<file path="config.mk">
export PLATFORM = sky130hd
export DESIGN_NAME = axi_st_patgen_seq_ctrl
export DESIGN_NICKNAME = d
export VERILOG_FILES = /design/src/rtl/axist_pkg.sv /design/src/rtl/axist_tmo_cntr.sv /design/src/rtl/axi_st_patgen_seq_ctrl.sv
export SDC_FILE = /design/constraint.sdc
export NUM_CORES = 1
export LEC_CHECK = 0
export CAP_MARGIN = 20
export CORE_MARGIN = 3
export CORE_UTILIZATION = 56
export DETAILED_ROUTE_END_ITERATION = 8
export GPL_TIMING_DRIVEN = 0
export PLACE_DENSITY = 0.78
export SKIP_LAST_GASP = 1
export SLEW_MARGIN = 30
export SYNTH_ARGS = -nofsm -noshare
export SYNTH_HDL_FRONTEND = slang
export SYNTH_SLANG_ARGS = --single-unit
</file>
<file path="constraint.sdc">
create_clock -name wr_clk -period 4.1 [get_ports wr_clk]
set_input_delay 0.615 -clock wr_clk [delete_from_list [all_inputs] [get_ports wr_clk]]
set_output_delay 0.615 -clock wr_clk [all_outputs]
set_load 0.01 [all_outputs]
</file>
<file path="src/rtl/axist_pkg.sv">
`default_nettype none
// ============================================================================
//  Module      : axist_pkg
//  Description : Shared definitions for the AXI-stream pattern-generator test
//                sequencer: sequencer state encoding, pattern-select codes,
//                pattern-mask bit positions and mask helper functions.
//  Revision    : 1.0 - initial release
// ============================================================================
package axist_pkg;

    // Sequencer states
    typedef enum logic [2:0] {
        ST_IDLE     = 3'd0,
        ST_SELECT   = 3'd1,
        ST_LAUNCH   = 3'd2,
        ST_RUN      = 3'd3,
        ST_WAIT_CHK = 3'd4,
        ST_NEXT     = 3'd5,
        ST_FINISH   = 3'd6
    } state_e;

    // Pattern-select codes driven to the generator
    localparam logic [1:0] SEL_FIXED = 2'b00;
    localparam logic [1:0] SEL_RAND  = 2'b01;
    localparam logic [1:0] SEL_INCR  = 2'b10;

    // Bit positions inside pat_mask
    localparam int MASK_BIT_FIXED = 0;
    localparam int MASK_BIT_RAND  = 1;
    localparam int MASK_BIT_INCR  = 2;

    // Select code for the lowest set bit of the still-available mask.
    function automatic logic [1:0] pick_sel(input logic [2:0] avail);
        logic [1:0] sel;
        sel = SEL_INCR;
        if (avail[MASK_BIT_FIXED]) begin
            sel = SEL_FIXED;
        end else if (avail[MASK_BIT_RAND]) begin
            sel = SEL_RAND;
        end
        return sel;
    endfunction

    // One-hot of the lowest set bit of the still-available mask.
    function automatic logic [2:0] pick_bit(input logic [2:0] avail);
        logic [2:0] one_hot;
        one_hot = 3'b000;
        if (avail[MASK_BIT_FIXED]) begin
            one_hot[MASK_BIT_FIXED] = 1'b1;
        end else if (avail[MASK_BIT_RAND]) begin
            one_hot[MASK_BIT_RAND] = 1'b1;
        end else if (avail[MASK_BIT_INCR]) begin
            one_hot[MASK_BIT_INCR] = 1'b1;
        end
        return one_hot;
    endfunction

endpackage : axist_pkg
`default_nettype wire

</file>
<file path="src/rtl/axist_tmo_cntr.sv">
`default_nettype none
// ============================================================================
//  Module      : axist_tmo_cntr
//  Description : Per-burst idle-cycle timeout counter. Counts enabled cycles
//                without a clear; flags expiry on the cycle in which the count
//                reaches the limit. A zero limit never expires.
//  Ports       : clk    - clock (rising edge)
//                rst    - asynchronous active-high reset
//                en     - count this cycle
//                clr    - restart the count (wins over en)
//                limit  - idle-cycle limit, 0 disables
//                expire - limit reached this cycle
//  Revision    : 1.0 - initial release
// ============================================================================
module axist_tmo_cntr #(
    parameter int TMO_W = 16
) (
    input  logic             clk,
    input  logic             rst,
    input  logic             en,
    input  logic             clr,
    input  logic [TMO_W-1:0] limit,
    output logic             expire
);

    logic [TMO_W-1:0] cnt_q;
    logic [TMO_W-1:0] cnt_d;

    always_comb begin
        cnt_d = cnt_q;
        if (clr) begin
            cnt_d = '0;
        end else if (en && (cnt_q != '1)) begin
            cnt_d = cnt_q + 1'b1;
        end
    end

    always_ff @(posedge clk or posedge rst) begin
        if (rst) begin
            cnt_q <= '0;
        end else begin
            cnt_q <= cnt_d;
        end
    end

    // Fires on the idle cycle that brings the count up to the limit, so the
    // sequencer leaves on the same edge at which the counter hits the limit.
    assign expire = en && !clr && (limit != '0) && (cnt_q == (limit - 1'b1));

endmodule : axist_tmo_cntr
`default_nettype wire

</file>
<file path="src/rtl/axi_st_patgen_seq_ctrl.sv">
`default_nettype none
// ============================================================================
//  Module      : axi_st_patgen_seq_ctrl
//  Description : Test sequencer for an AXI-stream pattern generator/checker
//                pair. Walks the enabled patterns (fixed, random, increment)
//                for a number of loops, launching one burst per pattern,
//                tallying checker verdicts and guarding each burst with an
//                idle-cycle timeout. Abort or timeout ends the run early.
//  Ports       : wr_clk, rst           - clock, async active-high reset
//                start, abort          - run control
//                pat_mask, burst_len,
//                num_loops, tmo_limit  - run configuration (captured at start)
//                patgen_data_wr        - beat strobe from the generator
//                chkr_done, chkr_pass  - checker verdict
//                patgen_en/sel/cnt     - generator launch interface
//                busy, done            - run status
//                pass_cnt, fail_cnt,
//                tmo_err               - run results
//  Revision    : 1.0 - initial release
// ============================================================================
module axi_st_patgen_seq_ctrl #(
    parameter int TMO_W  = 16,
    parameter int LOOP_W = 8
) (
    input  logic              wr_clk,
    input  logic              rst,
    input  logic              start,
    input  logic              abort,
    input  logic [2:0]        pat_mask,
    input  logic [8:0]        burst_len,
    input  logic [LOOP_W-1:0] num_loops,
    input  logic [TMO_W-1:0]  tmo_limit,
    input  logic              patgen_data_wr,
    input  logic              chkr_done,
    input  logic              chkr_pass,
    output logic              patgen_en,
    output logic [1:0]        patgen_sel,
    output logic [8:0]        patgen_cnt,
    output logic              busy,
    output logic              done,
    output logic [LOOP_W-1:0] pass_cnt,
    output logic [LOOP_W-1:0] fail_cnt,
    output logic              tmo_err
);

    import axist_pkg::*;

    localparam logic [LOOP_W-1:0] LOOP_ONE = {{(LOOP_W-1){1'b0}}, 1'b1};

    // FSM state
    state_e state_q, state_d;

    // Captured configuration
    logic [2:0]        mask_q, mask_d;
    logic [8:0]        cnt_q, cnt_d;
    logic [LOOP_W-1:0] loops_q, loops_d;
    logic [TMO_W-1:0]  limit_q, limit_d;

    // Run bookkeeping
    logic [2:0]        ran_q, ran_d;
    logic [LOOP_W-1:0] loop_idx_q, loop_idx_d;
    logic [8:0]        beat_q, beat_d;
    logic              pend_q, pend_d;
    logic              pend_pass_q, pend_pass_d;

    // Registered outputs
    logic              patgen_en_q, patgen_en_d;
    logic [1:0]        sel_q, sel_d;
    logic              busy_q, busy_d;
    logic              done_q, done_d;
    logic [LOOP_W-1:0] pass_q, pass_d;
    logic [LOOP_W-1:0] fail_q, fail_d;
    logic              tmo_err_q, tmo_err_d;

    // Combinational helpers
    logic [2:0]        avail;
    logic              run_done;
    logic              chk_hit;
    logic              chk_ok;
    logic              abort_hit;
    logic              tmo_en;
    logic              tmo_clr;
    logic              tmo_expire;
    logic              tmo_fire;
    logic [LOOP_W:0]   loop_nxt;
    logic              more_loops;

    assign avail     = mask_q & ~ran_q;
    assign run_done  = (beat_q == cnt_q);
    // An early verdict held in the pending flag counts as soon as WAIT_CHK
    // is entered and takes precedence over a same-cycle live strobe.
    assign chk_hit   = (state_q == ST_WAIT_CHK) && (chkr_done || pend_q);
    assign chk_ok    = pend_q ? pend_pass_q : chkr_pass;
    // FINISH already heads to IDLE; redirecting it again would repeat done.
    assign abort_hit = abort && (state_q != ST_IDLE) && (state_q != ST_FINISH);

    assign loop_nxt   = {1'b0, loop_idx_q} + 1'b1;
    assign more_loops = (loop_nxt < {1'b0, loops_q});

    assign tmo_en  = (state_q == ST_RUN) || (state_q == ST_WAIT_CHK);
    assign tmo_clr = (state_q == ST_LAUNCH) || patgen_data_wr || chkr_done;

    // Burst completion wins over a coincident expiry.
    assign tmo_fire = tmo_expire &&
                      (((state_q == ST_RUN) && !run_done) ||
                       ((state_q == ST_WAIT_CHK) && !chk_hit));

    axist_tmo_cntr #(
        .TMO_W (TMO_W)
    ) u_tmo_cntr (
        .clk    (wr_clk),
        .rst    (rst),
        .en     (tmo_en),
        .clr    (tmo_clr),
        .limit  (limit_q),
        .expire (tmo_expire)
    );

    // ------------------------------------------------------------------
    // State register
    // ------------------------------------------------------------------
    always_ff @(posedge wr_clk or posedge rst) begin
        if (rst) begin
            state_q <= ST_IDLE;
        end else begin
            state_q <= state_d;
        end
    end

    // ------------------------------------------------------------------
    // Next-state logic
    // ------------------------------------------------------------------
    always_comb begin
        state_d = state_q;
        case (state_q)
            ST_IDLE: begin
                if (start) begin
                    state_d = (pat_mask != 3'b000) ? ST_SELECT : ST_FINISH;
                end
            end
            ST_SELECT:   state_d = ST_LAUNCH;
            ST_LAUNCH:   state_d = ST_RUN;
            ST_RUN: begin
                if (run_done) begin
                    state_d = ST_WAIT_CHK;
                end else if (tmo_fire) begin
                    state_d = ST_FINISH;
                end
            end
            ST_WAIT_CHK: begin
                if (chk_hit) begin
                    state_d = ST_NEXT;
                end else if (tmo_fire) begin
                    state_d = ST_FINISH;
                end
            end
            ST_NEXT: begin
                if ((avail != 3'b000) || more_loops) begin
                    state_d = ST_SELECT;
                end else begin
                    state_d = ST_FINISH;
                end
            end
            ST_FINISH:   state_d = ST_IDLE;
            default:     state_d = ST_IDLE;
        endcase
        if (abort_hit) begin
            state_d = ST_FINISH;
        end
    end

    // ------------------------------------------------------------------
    // Output and datapath next-values
    // ------------------------------------------------------------------
    always_comb begin
        mask_d      = mask_q;
        cnt_d       = cnt_q;
        loops_d     = loops_q;
        limit_d     = limit_q;
        ran_d       = ran_q;
        loop_idx_d  = loop_idx_q;
        beat_d      = beat_q;
        pend_d      = pend_q;
        pend_pass_d = pend_pass_q;
        sel_d       = sel_q;
        pass_d      = pass_q;
        fail_d      = fail_q;
        tmo_err_d   = tmo_err_q;

        // Status outputs are decoded from the upcoming state so that the
        // registered value lines up with the state it describes.
        patgen_en_d = (state_d == ST_LAUNCH);
        done_d      = (state_d == ST_FINISH);
        busy_d      = (state_d != ST_IDLE);

        case (state_q)
            ST_IDLE: begin
                if (start && (pat_mask != 3'b000)) begin
                    mask_d     = pat_mask;
                    cnt_d      = burst_len;
                    loops_d    = (num_loops == '0) ? LOOP_ONE : num_loops;
                    limit_d    = tmo_limit;
                    ran_d      = 3'b000;
                    loop_idx_d = '0;
                    pass_d     = '0;
                    fail_d     = '0;
                    tmo_err_d  = 1'b0;
                end
            end
            ST_SELECT: begin
                sel_d = pick_sel(avail);
                ran_d = ran_q | pick_bit(avail);
            end
            ST_LAUNCH: begin
                beat_d      = '0;
                pend_d      = 1'b0;
                pend_pass_d = 1'b0;
            end
            ST_RUN: begin
                if (patgen_data_wr && !run_done) begin
                    beat_d = beat_q + 1'b1;
                end
                if (chkr_done && !pend_q) begin
                    pend_d      = 1'b1;
                    pend_pass_d = chkr_pass;
                end
            end
            ST_WAIT_CHK: begin
                if (chk_hit && !abort_hit) begin
                    pend_d = 1'b0;
                    if (chk_ok) begin
                        if (pass_q != '1) begin
                            pass_d = pass_q + 1'b1;
                        end
                    end else begin
                        if (fail_q != '1) begin
                            fail_d = fail_q + 1'b1;
                        end
                    end
                end
            end
            ST_NEXT: begin
                if (avail == 3'b000) begin
                    loop_idx_d = loop_nxt[LOOP_W-1:0];
                    if (more_loops) begin
                        ran_d = 3'b000;
                    end
                end
            end
            default: begin
            end
        endcase

        if (abort_hit || tmo_fire) begin
            tmo_err_d = 1'b1;
        end
    end

    // ------------------------------------------------------------------
    // Datapath and output registers
    // ------------------------------------------------------------------
    always_ff @(posedge wr_clk or posedge rst) begin
        if (rst) begin
            mask_q      <= 3'b000;
            cnt_q       <= '0;
            loops_q     <= '0;
            limit_q     <= '0;
            ran_q       <= 3'b000;
            loop_idx_q  <= '0;
            beat_q      <= '0;
            pend_q      <= 1'b0;
            pend_pass_q <= 1'b0;
            patgen_en_q <= 1'b0;
            sel_q       <= SEL_FIXED;
            busy_q      <= 1'b0;
            done_q      <= 1'b0;
            pass_q      <= '0;
            fail_q      <= '0;
            tmo_err_q   <= 1'b0;
        end else begin
            mask_q      <= mask_d;
            cnt_q       <= cnt_d;
            loops_q     <= loops_d;
            limit_q     <= limit_d;
            ran_q       <= ran_d;
            loop_idx_q  <= loop_idx_d;
            beat_q      <= beat_d;
            pend_q      <= pend_d;
            pend_pass_q <= pend_pass_d;
            patgen_en_q <= patgen_en_d;
            sel_q       <= sel_d;
            busy_q      <= busy_d;
            done_q      <= done_d;
            pass_q      <= pass_d;
            fail_q      <= fail_d;
            tmo_err_q   <= tmo_err_d;
        end
    end

    assign patgen_en  = patgen_en_q;
    assign patgen_sel = sel_q;
    assign patgen_cnt = cnt_q;
    assign busy       = busy_q;
    assign done       = done_q;
    assign pass_cnt   = pass_q;
    assign fail_cnt   = fail_q;
    assign tmo_err    = tmo_err_q;

endmodule : axi_st_patgen_seq_ctrl
`default_nettype wire
</file>
=== After elaboration in Yosys (flattened, before gate mapping) ===
Index checks and enable logic that the tools add are counted.

* $add $sub $neg: 6
* Order comparisons: 1
* Eq/ne operators: 23
* Muxes and demuxes: 46
* Bitwise logic cells: 3
* Reduce and logical (&&, ||, !) cells: 51

{| class="wikitable"
|+ Operators with widths
! cell !! count
|-
| 2-to-1 mux 8 bit || 9
|-
| one-hot mux 8 bit (2 select lines) || 3
|-
| 2-to-1 mux 16 bit || 2
|-
| 2-to-1 mux 3 bit || 10
|-
| one-hot mux 3 bit (6 select lines) || 1
|-
| one-hot mux 9 bit (2 select lines) || 1
|-
| nonzero test 3 bit || 6
|-
| adder 16 x 1 -> 16 bit, second input constant || 1
|-
| adder 8 x 1 -> 8 bit, second input constant || 2
|-
| == test 16 bit || 1
|-
| inequality test 16 bit, second input constant || 1
|-
| inequality test 8 bit, second input constant || 2
|-
| nonzero test 16 bit || 1
|-
| subtractor 16 x 1 -> 16 bit, second input constant || 1
|-
| logical AND 1 bit || 14
|-
| 2-to-1 mux 1 bit || 12
|-
| nonzero test 2 bit || 6
|-
| inequality test 2 x 1 -> 1 bit, second input constant || 5
|-
| inequality test 2 bit, second input constant || 5
|-
| AND reduction 5 bit || 2
|-
| adder 8 x 1 -> 9 bit, second input constant || 1
|-
| adder 9 x 1 -> 9 bit, second input constant || 1
|-
| == test 3 x 2 -> 1 bit, second input constant || 3
|-
| == test 3 bit, second input constant || 3
|-
| 19 further kinds || 37
|}

* Bits in registers: 99
* Input port bits: 43
* Output and inout bits: 31
* Logic and storage cells: 148

=== Logic depth before layout (Yosys ltp) ===
Gate-level depths: netlist of the first run.

* Depth in word-level cells: 13
* Mapped depth: 11
* Gate-level depth less buffers: 11

=== Modules after synthesis ===
Synthesis of the first run repeated with hierarchy kept, for this count alone.

* Cells, all modules: 641
* Area, all modules: 5641.7 um^2

{| class="wikitable"
|+ By module, submodules not included
! module !! times used !! cells an instance !! area an instance (um^2) !! seq. area each (um^2)
|-
| axi_st_patgen_seq_ctrl || 1 || 475 || 4211.5 || 2077.0
|-
| axist_tmo_cntr || 1 || 166 || 1430.1 || 400.4
|}

=== Worst setup path after synthesis of the first run ===
No wires, ideal clock.

* Path kind: register to register
* From: reg limit_q[0]
* To: reg state_q[0]
* Setup time: 0.119 ns
* Data arrival time: 2.613 ns
* Required time: 3.981 ns
* Path slack: 1.369 ns
* Cell stages (with the launch flop): 8
* Path buffers: 0
* Clock period less this slack: 2.731 ns
* Cell sequence: dfrtp_1 or4_4 or3_1 a211oi_1 o21ai_0 or4_1 o31a_1 a21bo_1

* Word-level cells in the longest chain between the ends: 8
* Elaborated cells between the ends (all ways): 11
* Those cells by class: add/sub: 1; eq/ne: 1; mux: 5; reduce/logical: 4

{| class="wikitable"
|+ Ends and longest elaborated chain
! item !! line !! text
|-
| start: declaration || axi_st_patgen_seq_ctrl.sv:57 || <nowiki>logic [TMO_W-1:0] limit_q, limit_d;</nowiki>
|-
| start signal: assignment || axi_st_patgen_seq_ctrl.sv:284 || <nowiki>limit_q <= limit_d;</nowiki>
|-
| subtractor 16 x 1 -> 16 bit / nonzero test 16 bit (equally long branches) || axist_tmo_cntr.sv:48 || <nowiki>assign expire = en && !clr && (limit != '0) && (cnt_q == (limit - 1'b1));</nowiki>
|-
| == test 16 bit / logical AND 1 bit (equally long branches) || axist_tmo_cntr.sv:48 ||
|-
| logical AND 1 bit * || axist_tmo_cntr.sv:48 ||
|-
| logical AND 1 bit * || axi_st_patgen_seq_ctrl.sv:104 || <nowiki>assign tmo_fire = tmo_expire &&</nowiki>
|-
| 2-to-1 mux 3 bit * || axi_st_patgen_seq_ctrl.sv:146, axi_st_patgen_seq_ctrl.sv:153 ||
|-
| 2-to-1 mux 3 bit, on equally long branches || axi_st_patgen_seq_ctrl.sv:151, axi_st_patgen_seq_ctrl.sv:144 ||
|-
| one-hot mux 3 bit (6 select lines) * || axi_st_patgen_seq_ctrl.sv:135 || <nowiki>case (state_q)</nowiki>
|-
| 2-to-1 mux 3 bit * || axi_st_patgen_seq_ctrl.sv:167 || <nowiki>if (abort_hit) begin</nowiki>
|-
| net state_d[0] || axi_st_patgen_seq_ctrl.sv:51 || <nowiki>state_e state_q, state_d;</nowiki>
|-
| end signal: assignment || axi_st_patgen_seq_ctrl.sv:126 || <nowiki>state_q <= state_d;</nowiki>
|-
| end: declaration || axi_st_patgen_seq_ctrl.sv:51 ||
|}

Mark *: on every way through the listed nets, which the timed path passes. The rest lies on a longest branch.
A chain may end at the register's enable or synchronous reset.

=== Worst setup path in the final report of the first run ===
* From: reg state_q[0]
* To: reg state_q[0]

* Word-level cells in the longest chain between the ends: 12
* Elaborated cells between the ends (all ways): 29
* Those cells by class: eq/ne: 6; mux: 6; reduce/logical: 17

{| class="wikitable"
|+ Ends and longest elaborated chain
! item !! line !! text
|-
| == test 3 x 2 -> 1 bit || axi_st_patgen_seq_ctrl.sv:101, axi_st_patgen_seq_ctrl.sv:135 ||
|-
| logical OR 1 bit (2 in a row) || axi_st_patgen_seq_ctrl.sv:101 || <nowiki>assign tmo_clr = (state_q == ST_LAUNCH) || patgen_data_wr || chkr_done;</nowiki>
|-
| zero test 1 bit || axist_tmo_cntr.sv:48 ||
|-
| logical AND 1 bit (3 in a row) || axist_tmo_cntr.sv:48 ||
|-
| logical AND 1 bit || axi_st_patgen_seq_ctrl.sv:104 ||
|-
| 2-to-1 mux 3 bit || axi_st_patgen_seq_ctrl.sv:146, axi_st_patgen_seq_ctrl.sv:153 ||
|-
| 2-to-1 mux 3 bit, on equally long branches || axi_st_patgen_seq_ctrl.sv:151, axi_st_patgen_seq_ctrl.sv:144 ||
|-
| one-hot mux 3 bit (6 select lines) || axi_st_patgen_seq_ctrl.sv:135 ||
|-
| 2-to-1 mux 3 bit * || axi_st_patgen_seq_ctrl.sv:167 ||
|-
| net state_d[0] || axi_st_patgen_seq_ctrl.sv:51 ||
|}

Marks and branches as above.

==> results of run 1 <==
power groups by stage:
stage,Clock [mW],Sequential (mW),Combinational [mW]
finish,0.665,1.54,1.71
global route,0.714,1.58,1.93
CTS,0.670,1.53,1.71
detailed placement,0,1.55,1.70
global placement,0,1.53,1.63
floorplan,0,1.51,1.14
cell type report:
cell class	count	area [um2]	area share [%]
repair buffers	74	758.2	11.27
well taps	129	161.4	2.400
multi-input cells	494	2924	43.48
plain buffers	25	101.3	1.507
clock inverters	6	73.82	1.098
flip-flops and latches	99	2477	36.84
clock buffers	10	137.6	2.047
inverters	23	91.34	1.358
cells in the final DEF (no fill, tap or decap), types with 6 or more instances in the layout:
master	Yosys	final
nor4_1	7	7
nand2_1	130	130
and2_1	6	6
clkbuf_1	21	21
xor2_1	40	40
nor3_1	11	11
nor2_1	58	58
o21ai_0	35	35
o31ai_1	6	6
nand4_1	14	14
clkbuf_8	0	10
clkdlybuf4s50_1	0	73
or3_1	6	6
nand2b_1	7	7
ha_1	14	14
xnor2_1	23	23
a21oi_1	21	21
nand3_1	27	27
inv_1	23	22
and3_1	10	10
dfrtp_1	99	99
nor2b_1	6	6
registers in the layout (all words and copies together), names as in the netlist:
name,cells
limit_q,16
u_tmo_cntr.cnt_q,16
beat_q,9
patgen_cnt,9
fail_cnt,8
loop_idx_q,8
loops_q,8
pass_cnt,8
mask_q,3
ran_q,3
state_q,3
patgen_sel,2
busy,1
done,1
patgen_en,1
pend_pass_q,1
pend_q,1
tmo_err,1
routing by layer:
layer	share of wire [%]	vias to the layer above
met2	51	105
met4	1.4	0
met3	3.7	22
met5	0	-
met1	44	2351
li1	-	2374
cells by family (layout without fill, tap and decap cells):
kind of cell             count (synthesis)  in the layout  synth area share [%]
flip-flops                              99             99                 44.36
multiplexers                             5              5                0.8963
adder cells (fa/ha/maj)                 14             14                 3.137
AO/OA/AOI/OAI                          100            100                 11.29
buffers and inverters                   48            138                 3.361
XOR/XNOR                                63             63                 9.881
AND/OR/NAND/NOR                        312            312                 27.07
through the flow:
stage | worst slack [ns] | std cells | hold WS (ns) | util (%)
detailed placement | 0.7422 | 844 | 0.4680 | 68.86
global placement | -0.5588 | 843 | 0.4515 | 68.47
floorplan | 0.8946 | 641 | 0.4367 | -
CTS | 0.9943 | 860 | 0.4902 | 71.10
global route | 0.6883 | 860 | 0.5191 | 71.10
finish | 0.9909 | 860 | 0.4847 | 71.10
worst max-delay path, stage by stage (launching register included):
cell and delay, ns:
dfrtp_1 0.37, clkbuf_1 0.20, nor3b_1 0.77, a21oi_1 0.16
a2111oi_1 0.44, nand3_1 0.12, or4_1 0.42, o31a_1 0.35
a21bo_1 0.20
final timing paths:
| kind | start | endpoint | slack (ns) | depth (start not counted) |
|---|---|---|---|---|
| setup / recovery | state_q[0] | state_q[0] | 0.99 | 8 |
| hold / removal | patgen_sel[1] | patgen_sel[1] | 0.48 | 2 |
| setup reg to reg | state_q[0] | state_q[0] | 0.99 | 8 |
| hold reg to reg | patgen_sel[1] | patgen_sel[1] | 0.48 | 2 |
| max in group asynchronous | rst | u_tmo_cntr.cnt_q[14] | 2.86 | 3 |
| min in group asynchronous | rst | pass_cnt[0] | 0.61 | 2 |
==> flow_summary_export.csv, run 1 <==
group,metric,value,unit
timing,drv_slew,0,
final_layout,num_antenna_cells,0,
yosys,cell_type_with_the_largest_total_area_after_synthesis,"dfrtp_1",
route,avgViaCountPerCell,5.642,
clocking,post_cts_buffers,0,
clocking,cts_tree,"done",
global_route,antenna_found_initial,0,
clocking,cts_made_buffers,9,
power,clock_power_share,17.0,%
die,die_outline_height,105.9,um
global_route,global_route.usage.met1,33.08,%
route,final_antenna_net_count,0,
critical_path,timing.critical_path.to_type,"flip-flop",
yosys,synthTopCellsByArea,"dfrtp_1 (44%), nand2_1 (8.7%), xor2_1 (6.3%)",
yosys,synthFlopType,"dfrtp_1",
timing,max-slew-margin-rel,41.89,%
global_route,globalRouteMet2Util,44.31,%
clocking,cts_root_buffer,"clkbuf_8",
yosys,synthesis.area,5584,um2
power,p_leak,2.981,nW
clocking,htree_num_levels,3,
status,outcome,"finished clean",
power,pwr-share-comb,43.8,%
timing,final.period_utilization,75.83,%
yosys,postSynthRegisterBits,99,
yosys,async_reset_ff_share,100.0,%
placed_design,post_dp_cell_area,6514,um2
power,seq_power_share,39.2,%
global_route,track_usage,25.57,%
global_route,grt_start_max_net_pins,54,
power,netSwitchingFraction,41.29,%
yosys,avgSynthCellArea,8.712,um2
critical_path,crit_path_start_kind,"flip-flop",
timing,period_needed,3.109,ns
timing,grt_setup_unrepaired,"false",
final_layout,final_instance_area,6725,um2
global_route,first_pass_grt_wire_length,23.38,mm
placed_design,globalplace.congestion,0.9396,
clocking,clk_pin_slew_worst_paths,0.09,ns
die,core_region_area,9459,um2
yosys,syn-instance-count,641,
power,total_power,3.915,mW
die,die-width,105.9,um
yosys,ys_top_cells_by_count,"nand2_1 (130), dfrtp_1 (99), nor2_1 (58)",
clocking,insertion_delay,0.38,ns
power,cellInternalPower,2.298,mW
global_route,grt.met3_usage,5.144,%
yosys,synth_most_common_cell,"nand2_1",
global_route,via_count_of_the_first_global_routing_pass,4891,
timing,tns,0,ns
clocking,cts_buffer_depth,2,
power,vdd_ir_drop_max,0.0003126,V
yosys,synthDominantCellAreaShare,44.36,%
route,initialDrtViolationCount,256,
global_route,most_congested_layer_reported_by_global_routing,"met2",
hold_path,worstHoldPathType,"reg -> reg",
yosys,synth_sequential_area_ratio,44.36,%
final_layout,fillers,779,
die,top_level_ports,74,
timing,hold_viol_final,0,
timing,finalSetupViolCount,0,
critical_path,critical_path_peak_fanout,8,
placed_design,portBuffers,73,
route,finalWirelength,13.39,mm
critical_path,critPathRequiredTime,4.38,ns
timing,worst-slew-pin-transition,0.8698,ns
yosys,post_synth_num_cell_types,63,
final_layout,drive_gt1_share,3.830,%
critical_path,critical_path_class,"reg -> reg",
clocking,postCtsResizedCells,0,
run,max_cap_viol_count,0,
global_route,gr-total-overflow,0,
final_layout,area_growth,20.43,%
route,wire_per_inst,15.57,um
die,fp.dieArea,11210,um2
route,remaining_drc_errors,0,
yosys,synthesis.yosys.warnings,0,
critical_path,critPathArrivalTime,3.39,ns
die,initial_utilization,59.03,%
timing,timing.fmax,0.3216,GHz
clocking,hold_buffers,0,
die,fp-row-count,35,
power,p_switching,1.616,mW
placed_design,dp_hpwl,10.20,mm
timing,clock_skew,0.007682,ns
clocking,cts.sinks,99,
final_layout,nets,783,
route,drt_pre_antenna_iters,5,
route,route.vias.total,4852,
power,power-per-cell-area,582.1,nW/um2
yosys,syn_nets,698,
yosys,synth-edff-count,0,
Note: power is estimated with default switching activity, not from simulation.
==> run 2: changes to the inputs <==
==> constraint.sdc (replaced) <==
create_clock -name wr_clk -period 3.1 [get_ports wr_clk]
set_input_delay 0.465 -clock wr_clk [delete_from_list [all_inputs] [get_ports wr_clk]]
set_output_delay 0.465 -clock wr_clk [all_outputs]
set_load 0.01 [all_outputs]
==> run 2 against run 1 <==
  * Flip-flop and latch count did not move
  * Global-route usage about the same
  * First-iteration DRC count is 3.9% lower
  * Core utilization up 0.38 points
  * Die area stayed put
  * Clock-buffer cell count is the same
  * Largest cell class unchanged
  * Critical path depth is 1 lower
  * Non-clock buffer count rose by 2
==> flow_summary_export.csv, run 2 (synthesis results as in run 1) <==
group,metric,value,unit
final_layout,postLayoutCoreUtil,71.48,%
timing,timing.fmax,0.3354,GHz
timing,postLayoutSetupSlackWorst,0.1181,ns
final_layout,layout.cells.most_common_list,"nand2_1 (130), dfrtp_1 (99), clkdlybuf4s50_1 (73)",
final_layout,final_instance_area,6761,um2
critical_path,critPathArrivalTime,3.26,ns
route,drt_pre_antenna_iters,5,
timing,tns,0,ns
clocking,cts_root_buffer,"clkbuf_8",
die,initial_utilization,59.03,%
global_route,first_pass_grt_wire_length,23.39,mm
route,route.vias.total,4835,
clocking,insertion_delay,0.38,ns
placed_design,globalplace.congestion,0.9396,
die,die_outline_height,105.9,um
final_layout,fillers,773,
clocking,cts.sinks,99,
die,core_region_area,9459,um2
global_route,gr-total-overflow,0,
final_layout,area_growth,21.08,%
final_layout,nets,785,
run,max_cap_viol_count,0,
final_layout,seq_area,2477,um2
power,cellInternalPower,3.058,mW
global_route,track_usage,25.58,%
final_layout,drive_gt1_share,4.775,%
timing,grt_setup_unrepaired,"false",
power,pwr-share-comb,44.3,%
critical_path,critPathRequiredTime,3.38,ns
die,die-width,105.9,um
power,netSwitchingFraction,41.46,%
clocking,cts_buffer_depth,2,
timing,hold_viol_final,0,
route,final_antenna_net_count,0,
placed_design,post_dp_cell_area,6514,um2
clocking,cts_made_buffers,9,
timing,finalSetupViolCount,0,
critical_path,crit_path_start_kind,"flip-flop",
power,seq_power_share,39.0,%
die,top_level_ports,74,
global_route,antenna_found_initial,0,
route,wire_per_inst,15.63,um
placed_design,dp_hpwl,10.20,mm
final_layout,num_antenna_cells,0,
status,outcome,"finished clean",
power,p_switching,2.166,mW
clocking,clk_pin_slew_worst_paths,0.10,ns
final_layout,largest_registers,"limit_q x16, u_tmo_cntr.cnt_q x16",
critical_path,timing.critical_path.to_type,"flip-flop",
final_layout,leading_cell_type_in_the_layout_fill_and_taps_excluded,"nand2_1",
clocking,hold_buffers,0,
route,avgViaCountPerCell,5.609,
die,fp-row-count,35,
die,fp.dieArea,11210,um2
critical_path,critical_path_peak_fanout,6,
route,finalWirelength,13.47,mm
timing,period_needed,2.982,ns
clocking,htree_num_levels,3,
timing,drv_slew,0,
route,initialDrtViolationCount,246,
timing,max-slew-margin-rel,50.34,%
timing,worst-slew-pin-transition,0.7414,ns
power,p_leak,2.987,nW
global_route,via_count_of_the_first_global_routing_pass,4889,
power,power-per-cell-area,772.6,nW/um2
route,remaining_drc_errors,0,
placed_design,dpl.cell_count,844,
placed_design,pre_cts_setup_slack,-0.1078,ns
power,clock_power_share,16.8,%
placed_design,portBuffers,73,
timing,clock_skew,0.008142,ns
global_route,grt_start_max_net_pins,54,
timing,final.period_utilization,96.19,%
final_layout,layout.cells.non_filler,862,
final_layout,multiInputGateArea,2945,um2
hold_path,worstHoldPathType,"in -> async",
power,vdd_ir_drop_max,0.0004142,V
critical_path,critical_path_class,"reg -> reg",
clocking,cts_tree,"done",
## run 2: final cells by class
type,instances,share of cell area (%)
multi-input combinational,494,43.56
sequential,99,36.64
timing repair buffer,76,11.44
tap,129,2.387
clock buffer,10,2.036
buffer,25,1.499
inverter,23,1.351
clock inverter,6,1.092
## run 2: power groups by stage
stage | Clock (mW) | Sequential [mW] | Combinational [mW]
2_1_floorplan | 0 | 2.00 | 1.51
3_3_place_gp | 0 | 2.03 | 2.15
3_5_place_dp | 0 | 2.05 | 2.25
4_1_cts | 0.886 | 2.03 | 2.27
5_1_grt | 0.945 | 2.09 | 2.60
6_report | 0.875 | 2.04 | 2.31
## run 2: final timing paths
check | from | end | slack (ns) | depth (start not counted)
worst max-delay path | limit_q[0] | state_q[0] | 0.12 | 7
worst min-delay path | rst | pass_cnt[0] | 0.46 | 2
worst max register to register | limit_q[0] | state_q[0] | 0.12 | 7
worst min register to register | patgen_sel[1] | patgen_sel[1] | 0.48 | 2
max in group asynchronous | rst | u_tmo_cntr.cnt_q[12] | 2.02 | 3
min in group wr_clk | patgen_sel[1] | patgen_sel[1] | 0.48 | 2
## run 2: critical path: stages, from the launching register on
cell	delay, ns
dfrtp_1	0.45
or4_4	0.56
or3_1	0.36
a211oi_1	0.32
o21ai_0	0.14
or4_1	0.52
o31a_1	0.34
a21bo_1	0.19
## run 2: stage by stage
stage	power (mW)	hold WS, ns
floorplan	3.517	0.4367
global placement	4.181	0.4515
detailed placement	4.302	0.4680
CTS	5.180	0.4871
global route	5.631	0.5057
finish	5.224	0.4638
## run 2: per-layer routing
layer  global-route usage, %  up-vias  routed length [um]
met5                       0        -                   0
met1                   33.12     2346                5900
li1                        -     2376                   -
met4                   5.920        0                 169
met3                   5.144       16                 554
met2                   44.31       97                6849
## run 2: timing repair
action	4_1_cts	5_1_grt
endpoints found under the setup margin	1	8
gates resized for setup	1	4
pin swaps	0	1
setup buffers	0	2
